$ cat src/rtl/strobe_param_ctrl.sv
// Rotary-encoder menu controller: browse/edit/push of three bounded parameters with a
// valid/ready configuration write. Optional accelerated stepping under STROBE_PARAM_ACCEL_EN.
module strobe_param_ctrl #(
  parameter int W         = 16,
  parameter int MAX0      = 1000,
  parameter int MAX1      = 100,
  parameter int MAX2      = 255,
  parameter int RST0      = 500,
  parameter int RST1      = 10,
  parameter int RST2      = 128,
  parameter int STEP_FAST = 10,
  parameter int ACCEL_WIN = 1000000
) (
  input  logic         clk,
  input  logic         rst_n,
  input  logic         enc_a,
  input  logic         enc_b,
  input  logic         btn_tick,
  output logic [1:0]   mode_sel,
  output logic         editing,
  output logic [W-1:0] param0,
  output logic [W-1:0] param1,
  output logic [W-1:0] param2,
  output logic         cfg_valid,
  input  logic         cfg_ready,
  output logic [1:0]   cfg_addr,
  output logic [W-1:0] cfg_data
);

  // cfg handshake: cfg_valid rises with cfg_addr/cfg_data and all three stay stable
  // until the cycle cfg_valid & cfg_ready is seen; cfg_ready alone has no effect.
  typedef enum logic [1:0] {BROWSE = 2'd0, EDIT = 2'd1, PUSH = 2'd2} state_t;

  localparam logic [W-1:0] MAX0_V = W'(MAX0);
  localparam logic [W-1:0] MAX1_V = W'(MAX1);
  localparam logic [W-1:0] MAX2_V = W'(MAX2);
  localparam logic [W-1:0] ONE_V  = W'(1);

  state_t         state_q, state_d;
  logic           a_d1, a_d2, b_d1;
  logic           step_evt, step_cw;
  logic [1:0]     sel_q;
  logic [W-1:0]   shadow_q, shadow_nxt;
  logic [W-1:0]   p0_q, p1_q, p2_q;
  logic [W-1:0]   cur_max, cur_param, step_mag;
  logic [W:0]     sum_ext, diff_ext;
  logic           cfg_valid_q;
  logic [1:0]     cfg_addr_q;
  logic [W-1:0]   cfg_data_q;

  assign step_evt = a_d2 & ~a_d1;
  assign step_cw  = b_d1;

  always_ff @(posedge clk or negedge rst_n) begin
    if (!rst_n) begin
      a_d1 <= 1'b0;
      a_d2 <= 1'b0;
      b_d1 <= 1'b0;
    end else begin
      a_d1 <= enc_a;
      a_d2 <= a_d1;
      b_d1 <= enc_b;
    end
  end

`ifdef STROBE_PARAM_ACCEL_EN
  localparam int GAP_W = $clog2(ACCEL_WIN + 1);
  localparam logic [GAP_W-1:0] WIN_V = GAP_W'(ACCEL_WIN);
  logic [GAP_W-1:0] gap_q;
  logic             prev_cw_q;

  // Gap and direction track every detected detent, even ones dropped by the FSM.
  always_ff @(posedge clk or negedge rst_n) begin
    if (!rst_n) begin
      gap_q     <= WIN_V;
      prev_cw_q <= 1'b1;
    end else if (step_evt) begin
      gap_q     <= '0;
      prev_cw_q <= step_cw;
    end else if (gap_q < WIN_V) begin
      gap_q <= gap_q + 1'b1;
    end
  end

  assign step_mag = ((gap_q < WIN_V) && (step_cw == prev_cw_q)) ? W'(STEP_FAST) : ONE_V;
`else
  assign step_mag = ONE_V;
`endif

  always_comb begin
    cur_max   = MAX0_V;
    cur_param = p0_q;
    case (sel_q)
      2'd1: begin cur_max = MAX1_V; cur_param = p1_q; end
      2'd2: begin cur_max = MAX2_V; cur_param = p2_q; end
      default: ;
    endcase
  end

  // Extended-width arithmetic so overflow and underflow are both visible before clamping.
  always_comb begin
    sum_ext  = {1'b0, shadow_q} + {1'b0, step_mag};
    diff_ext = {1'b0, shadow_q} - {1'b0, step_mag};
    if (step_cw)
      shadow_nxt = (sum_ext > {1'b0, cur_max}) ? cur_max : sum_ext[W-1:0];
    else
      shadow_nxt = (diff_ext[W] || (diff_ext == '0)) ? ONE_V : diff_ext[W-1:0];
  end

  always_ff @(posedge clk or negedge rst_n) begin
    if (!rst_n) state_q <= BROWSE;
    else        state_q <= state_d;
  end

  always_comb begin
    state_d = state_q;
    case (state_q)
      BROWSE:  if (btn_tick) state_d = EDIT;
      EDIT:    if (btn_tick) state_d = PUSH;
      PUSH:    if (cfg_valid_q && cfg_ready) state_d = BROWSE;
      default: state_d = BROWSE;
    endcase
  end

  always_comb begin
    editing = (state_q == EDIT);
  end

  always_ff @(posedge clk or negedge rst_n) begin
    if (!rst_n) begin
      sel_q       <= 2'd0;
      shadow_q    <= '0;
      p0_q        <= W'(RST0);
      p1_q        <= W'(RST1);
      p2_q        <= W'(RST2);
      cfg_valid_q <= 1'b0;
      cfg_addr_q  <= 2'd0;
      cfg_data_q  <= '0;
    end else begin
      case (state_q)
        BROWSE: begin
          if (btn_tick)
            shadow_q <= cur_param;
          else if (step_evt) begin
            if (step_cw) sel_q <= (sel_q == 2'd2) ? 2'd0 : sel_q + 2'd1;
            else         sel_q <= (sel_q == 2'd0) ? 2'd2 : sel_q - 2'd1;
          end
        end
        EDIT: begin
          if (btn_tick) begin
            case (sel_q)
              2'd1:    p1_q <= shadow_q;
              2'd2:    p2_q <= shadow_q;
              default: p0_q <= shadow_q;
            endcase
            cfg_valid_q <= 1'b1;
            cfg_addr_q  <= sel_q;
            cfg_data_q  <= shadow_q;
          end else if (step_evt) begin
            shadow_q <= shadow_nxt;
          end
        end
        PUSH: begin
          if (cfg_valid_q && cfg_ready) cfg_valid_q <= 1'b0;
        end
        default: ;
      endcase
    end
  end

  assign mode_sel  = sel_q;
  assign param0    = p0_q;
  assign param1    = p1_q;
  assign param2    = p2_q;
  assign cfg_valid = cfg_valid_q;
  assign cfg_addr  = cfg_addr_q;
  assign cfg_data  = cfg_data_q;

endmodule

$ cat config.mk
export PLATFORM = sky130hd
export DESIGN_NAME = strobe_param_ctrl
export DESIGN_NICKNAME = d
export VERILOG_FILES = /design/src/rtl/strobe_param_ctrl.sv
export SDC_FILE = /design/constraint.sdc
export NUM_CORES = 1
export LEC_CHECK = 0
export CORE_MARGIN = 2
export CORE_UTILIZATION = 45
export CTS_CLUSTER_DIAMETER = 150
export DETAILED_ROUTE_END_ITERATION = 10
export PLACE_DENSITY_LB_ADDON = 0.05
export SLEW_MARGIN = 20
export SYNTH_ARGS = -nofsm -noshare
export SYNTH_HDL_FRONTEND = slang
export SYNTH_SLANG_ARGS = --single-unit
$ cat constraint.sdc
create_clock -name clk -period 4.6 [get_ports clk]
set_input_delay 0.46 -clock clk [delete_from_list [all_inputs] [get_ports clk]]
set_output_delay 0.46 -clock clk [all_outputs]
set_load 0.02 [all_outputs]
==> results_dict.tcl, run 1 <==
set metrics [dict create \
    grt_antenna_before_repair 0 \
    routed_wl_um 14500 \
    antenna_left 0 \
    worst_ep_arrival_time_ps 4090 \
    routed_via_density 5.92 \
    crit_path_end_kind "flip-flop" \
    synthesis.instances 516 \
    fill_cells 1015 \
    place_area_um2 5800 \
    synthArstFlopShare 1.00 \
    syn_avg_cell_area_um2 9.68 \
    grt_overflow 0 \
    grt_usage 0.257 \
    clk_pin_slew_ps 80 \
    cp-start-kind "flip-flop" \
    die_area_um2 12000 \
    slew_viol_final 0 \
    synth-seq-cells 90 \
    crit_type "reg2reg" \
    drt_first_iter_violations 197 \
    portBuffers 75 \
    ys.flop_type "dfrtp_1" \
    cts_hold_buffers 0 \
    crit_fanout 19 \
    die_x_um 109 \
    start_util 0.461 \
    boundaryPins 76 \
    fin_crit_ps 3850 \
    synthesis.area_um2 4990 \
    rrSetupSlack_ps 750 \
    max-cap-violations 0 \
    synth.distinct_cells 61 \
    r2r-start "shadow_q[3]" \
    cp.required_ps 4840 \
    core_region_area_um2 10800 \
    min_path_type "in2async" \
    cts_max_level 3 \
    fin_tns_setup_ps 0 \
    insertion_delay_ps 380 \
    setup_viol 0 \
    hold_viol 0 \
    drive_above_1_share 0.147 \
    regArea_um2 2260 \
    nets 590 \
    cts_resized 0 \
    relSlewSlack 0.332 \
    synth_nets 538 \
    clock_sinks 90 \
    finalClockSkew_ps 9.84 \
    p_sw_mw 2.27 \
    fmax_ghz 0.259 \
    globalplace.congestion 0.883 \
    drc 0 \
    antenna_cells 0 \
    synth_edf_count 0 \
    dr.pass1.iters 5 \
    sw_frac_of_total 0.475 \
    tightest_slew_ps 1000 \
    worst_r2r_endpoint "shadow_q[2]" \
    stdcell_area_um2 5970 \
    yosys_warnings 0 \
    wire_per_inst_um 20.3 \
    grt_pass1_vias 4105 \
    dr_total_vias 4220 \
    powerDensity_nw_per_um2 802 \
    grt_first_pass_wirelength_um 22700 \
    status "complete, no violations" \
    clockBufferDepth 2 \
    power_leakage_nw 2.46 \
    comb_power_share 0.561 \
    post-route-period-util 0.838 \
    rsz0062_at_grt "false" \
    power_frac_seq 0.336 \
    postCtsSetupBuffers 0 \
    clkPwrFrac 0.103 \
    hpwl_um 10100 \
    reg2reg_depth 12 \
    cts_tree "yes" \
    worst_ir_drop_vdd_mv 0.411 \
    cts_root_buf "clkbuf_8" \
    die-height_um 109 \
    fp-row-count 38 \
    internal_power_mw 2.51 \
    multi_input_area_um2 2500 \
    grt_max_degree 55 \
    cts_buffers 9 \
    syn_to_final_growth_pct 19.5 \
    synth-seq-area-share 0.453 \
]
-- final cells by class --
type / instances / share of cell area
Multi-Input combinational cell: 369 / 0.419
Sequential cell: 90 / 0.379
Timing Repair Buffer: 82 / 0.134
Tap cell: 140 / 0.0294
Clock buffer: 14 / 0.0256
Inverter: 16 / 0.0101
Clock inverter: 2 / 0.00252
-- how the worst max path moves through the flow --
stage | from | to | slack [ps] | depth (start not counted)
final | shadow_q[3] | shadow_q[2] | 750 | 12
after CTS | shadow_q[3] | shadow_q[2] | 780 | 12
after global routing | shadow_q[3] | shadow_q[2] | 460 | 12
after floorplan | mode_sel[0] | shadow_q[1] | 1370 | 14
after global placement | shadow_q[3] | shadow_q[2] | 970 | 12
after detailed placement | shadow_q[3] | shadow_q[2] | 800 | 12
-- logic make-up (layout without fill, tap and decap cells) --
logic type / Yosys count / in the layout / synth area share
flip-flops: 90 / 90 / 0.453
multiplexers: 52 / 52 / 0.116
XOR/XNOR: 15 / 15 / 0.0263
AND/OR/NAND/NOR: 146 / 146 / 0.140
adder cells (fa/ha/maj): 16 / 16 / 0.0401
buffers and inverters: 57 / 114 / 0.0461
AO/OA/AOI/OAI: 140 / 140 / 0.178
-- cells in the mapped netlist (all sizes together), types with 3 or more instances --
| library cell | n | area, um2 |
|---|---|---|
| nand3 | 10 | 55.1 |
| nor2 | 42 | 158 |
| a21oi | 45 | 229 |
| xor2 | 8 | 70.1 |
| a211o | 3 | 26.3 |
| a31oi | 3 | 18.8 |
| mux2i | 6 | 60.1 |
| and3 | 3 | 18.8 |
| o21ai | 41 | 209 |
| buf | 4 | 31.3 |
| a22oi | 12 | 90.1 |
| nor3 | 10 | 50.1 |
| nand4 | 6 | 37.5 |
| nor4 | 9 | 68.8 |
| a221oi | 6 | 58.8 |
| dfrtp | 81 | 2030 |
| a2111oi | 3 | 45.1 |
| nor2b | 4 | 25.0 |
| xnor2 | 7 | 61.3 |
| o22ai | 6 | 37.5 |
| inv | 14 | 52.6 |
| ha | 16 | 200 |
| clkbuf | 37 | 139 |
| mux2 | 46 | 522 |
| a211oi | 4 | 30.0 |
| dfstp | 9 | 236 |
| nand2 | 48 | 180 |
| o211ai | 5 | 42.5 |
-- registers in the layout, indices dropped and copies added, names as in the netlist --
register   cells
cfg_data      16
param0        16
param1        16
param2        16
shadow_q      16
cfg_addr       2
mode_sel       2
state_q        2
a_d1           1
a_d2           1
b_d1           1
cfg_valid      1
-- layout by cell type (no fill, tap or decap), types with 5 or more instances in the layout --
master	synthesis	layout
a21oi_1	44	44
a221oi_1	5	5
a22oi_1	12	12
buf_4	0	8
clkbuf_8	0	10
clkdlybuf4s50_1	0	74
dfrtp_1	81	81
dfstp_2	9	9
ha_1	16	16
inv_1	13	13
mux2_2	43	43
mux2i_1	6	6
nand2_1	48	48
nand3_1	9	9
nand4_1	6	6
nor2_1	42	42
nor3_1	10	10
nor4_1	7	7
o21ai_0	33	33
o21ai_1	7	7
o22ai_1	6	6
xnor2_1	7	7
xor2_1	8	8
-- routing by layer --
metal | vias up | global-route usage | share of wire
li1 | 1959 | - | -
met1 | 2094 | 0.371 | 0.47
met2 | 141 | 0.367 | 0.43
met3 | 26 | 0.0569 | 0.068
met4 | 0 | 0.115 | 0.032
met5 | - | 0 | 0
-- per-stage QoR --
step           hold slack [ps]  power, mW  utilization  instances  setup slack (ps)
2_1_floorplan              164       3.21            -        516              1370
3_3_place_gp               372       4.25        0.535        697               968
3_5_place_dp               374       4.28        0.535        697               799
4_1_cts                   38.8       4.80        0.551        713               775
5_1_grt                   67.6       5.11        0.551        713               464
6_report                  35.7       4.79        0.551        713               746
-- power groups by stage --
stage	Clock, mW	Sequential (mW)	Combinational [mW]
after detailed placement	0	1.61	2.67
after global routing	0.534	1.67	2.90
after floorplan	0	1.71	1.50
after CTS	0.508	1.60	2.69
after global placement	0	1.60	2.65
final	0.491	1.61	2.68
-- worst max-delay path, stage by stage, from the launching register on --
cell and delay (ps):
dfrtp_1 730, nand3_2 270, nor2_1 240, nand3_1 110
xnor2_1 190, ha_1 350, nand2_1 60, o32ai_1 330
a31oi_1 160, o211ai_2 550, mux2_1 400, a221oi_2 220
o31ai_1 90
No activity file was read; power rests on OpenSTA's default activity.
==> inputs of run 2 (changes only) <==
==> constraint.sdc (replaced) <==
create_clock -name clk -period 3.69 [get_ports clk]
set_input_delay 0.369 -clock clk [delete_from_list [all_inputs] [get_ports clk]]
set_output_delay 0.369 -clock clk [all_outputs]
set_load 0.02 [all_outputs]
==> results_dict.tcl, run 2 (same netlist as run 1, synthesis figures left out) <==
set metrics [dict create \
    status "complete, no violations" \
    relSlewSlack 0.453 \
    rsz0062_at_grt "false" \
    insertion_delay_ps 370 \
    cts_tree "yes" \
    die_area_um2 12000 \
    min_path_type "in2async" \
    portBuffers 75 \
    antenna_cells 0 \
    worst_ir_drop_vdd_mv 0.489 \
    max-cap-violations 0 \
    syn_to_final_growth_pct 22.7 \
    clockBufferDepth 2 \
    powerDensity_nw_per_um2 1010 \
    setup_viol 0 \
    dr.pass1.iters 5 \
    grt_overflow 0 \
    die_x_um 109 \
    clk_pin_slew_ps 90 \
    fin_util 0.565 \
    routed_via_density 5.82 \
    dp_cells 713 \
    hpwl_um 10500 \
    nets 606 \
    timing.final.ws_setup_ps 322 \
    cts_root_buf "clkbuf_8" \
    cp-start-kind "flip-flop" \
    worst_ep_arrival_time_ps 3600 \
    postCtsSetupBuffers 0 \
    finalPower_mw 6.19 \
    crit_fanout 7 \
    wire_per_inst_um 20.1 \
    dr_total_vias 4242 \
    fin_crit_ps 3370 \
    post-route-period-util 0.913 \
    tightest_slew_ps 821 \
    grt_usage 0.258 \
    grt_antenna_before_repair 0 \
    fill_cells 991 \
    post-place-ws_ps 347 \
    final_common_cell "dfrtp_1" \
    cts_hold_buffers 0 \
    clock_sinks 90 \
    layout.cells.non_filler 729 \
    cp.required_ps 3920 \
    drt_first_iter_violations 275 \
    core_region_area_um2 10800 \
    fin_tns_setup_ps 0 \
    finalClockSkew_ps 8.76 \
    globalplace.congestion 0.901 \
    hold_viol 0 \
    grt_max_degree 59 \
    drive_above_1_share 0.177 \
    cts_buffers 9 \
    drc 0 \
    routed_wl_um 14700 \
    grt_first_pass_wirelength_um 23000 \
    power_leakage_nw 2.56 \
    grt_pass1_vias 4108 \
    boundaryPins 76 \
    die-height_um 109 \
    fmax_ghz 0.297 \
    cts_max_level 3 \
    antenna_left 0 \
    crit_type "reg2reg" \
    final_cell_mix "81 x dfrtp_1, 74 x clkdlybuf4s50_1, 48 x nand2_1" \
    fp-row-count 38 \
    crit_path_end_kind "flip-flop" \
    start_util 0.461 \
    cts_resized 0 \
    slew_viol_final 0 \
]
## run 2: cell types whose count changed in the layout (fill, tap and decap cells not counted), sizes merged
cell,previous run,this run
clkbuf,14,10
clkinv,2,3
bufinv,0,1
buf,8,24
inv,14,16
## run 2: layer usage
layer / part of all wire / global-route usage / vias to the layer above / wire [um]
met5: 0 / 0 / - / 0
met1: 0.47 / 0.379 / 2084 / 6850
li1: - / - / 1991 / -
met4: 0.025 / 0.0986 / 0 / 367
met3: 0.062 / 0.0474 / 23 / 916
met2: 0.44 / 0.377 / 144 / 6520
## run 2: critical path, stage by stage, from the launching register on
cell      delay [ps]
dfrtp_1          400
ha_1             270
nand2_1          110
nor2_1           170
nand3_1          120
xnor2_1          190
ha_1             350
nand2_1           60
o32ai_1          320
a31oi_1          160
o211ai_2         370
mux2_1           390
a221oi_2         230
o31ai_1          100
## run 2: path summary, 6_finish.rpt
check	from	endpoint	slack, ps	depth (start not counted)
worst max-delay path	shadow_q[1]	shadow_q[2]	320	13
worst min-delay path	rst_n	a_d1	50	1
worst max register to register	shadow_q[1]	shadow_q[2]	320	13
worst min register to register	a_d1	a_d2	400	0
max in group asynchronous	rst_n	param1[1]	2830	2
min in group clk	a_d1	a_d2	400	0
## run 2: layout make-up
| type | instances | area (um2) | share of cell area |
|---|---|---|---|
| Sequential cell | 90 | 2260 | 0.369 |
| Timing Repair Buffer | 98 | 921 | 0.150 |
| Multi-Input combinational cell | 369 | 2500 | 0.408 |
| Inverter | 16 | 60.1 | 0.00980 |
| Clock inverter | 6 | 71.3 | 0.0116 |
| Clock buffer | 10 | 138 | 0.0225 |
| Tap cell | 140 | 175 | 0.0286 |
## run 2: metrics by stage
step | area [um2] | hold WS, ps
6_report | 6130 | 54.8
5_1_grt | 6130 | 97.3
4_1_cts | 6130 | 74.5
3_5_place_dp | 5920 | 375
3_3_place_gp | 5920 | 371
2_1_floorplan | 4990 | 73.4
## run 2: power by group
group	leakage, nW	switching (mW)	internal (mW)
logic	1.33	2.03	1.52
registers	1.13	0.478	1.44
clock network	0.0995	0.380	0.337
==> inputs of run 3 (changes only) <==
--- a/config.mk
+++ b/config.mk
@@ -10,6 +10,7 @@
 export CTS_CLUSTER_DIAMETER = 150
 export DETAILED_ROUTE_END_ITERATION = 10
 export PLACE_DENSITY_LB_ADDON = 0.05
+export SETUP_SLACK_MARGIN = 0.02
 export SLEW_MARGIN = 20
 export SYNTH_ARGS = -nofsm -noshare
 export SYNTH_HDL_FRONTEND = slang
==> results of run 3 <==
The final DEF is identical to that of run 2; final timing and power are the same.
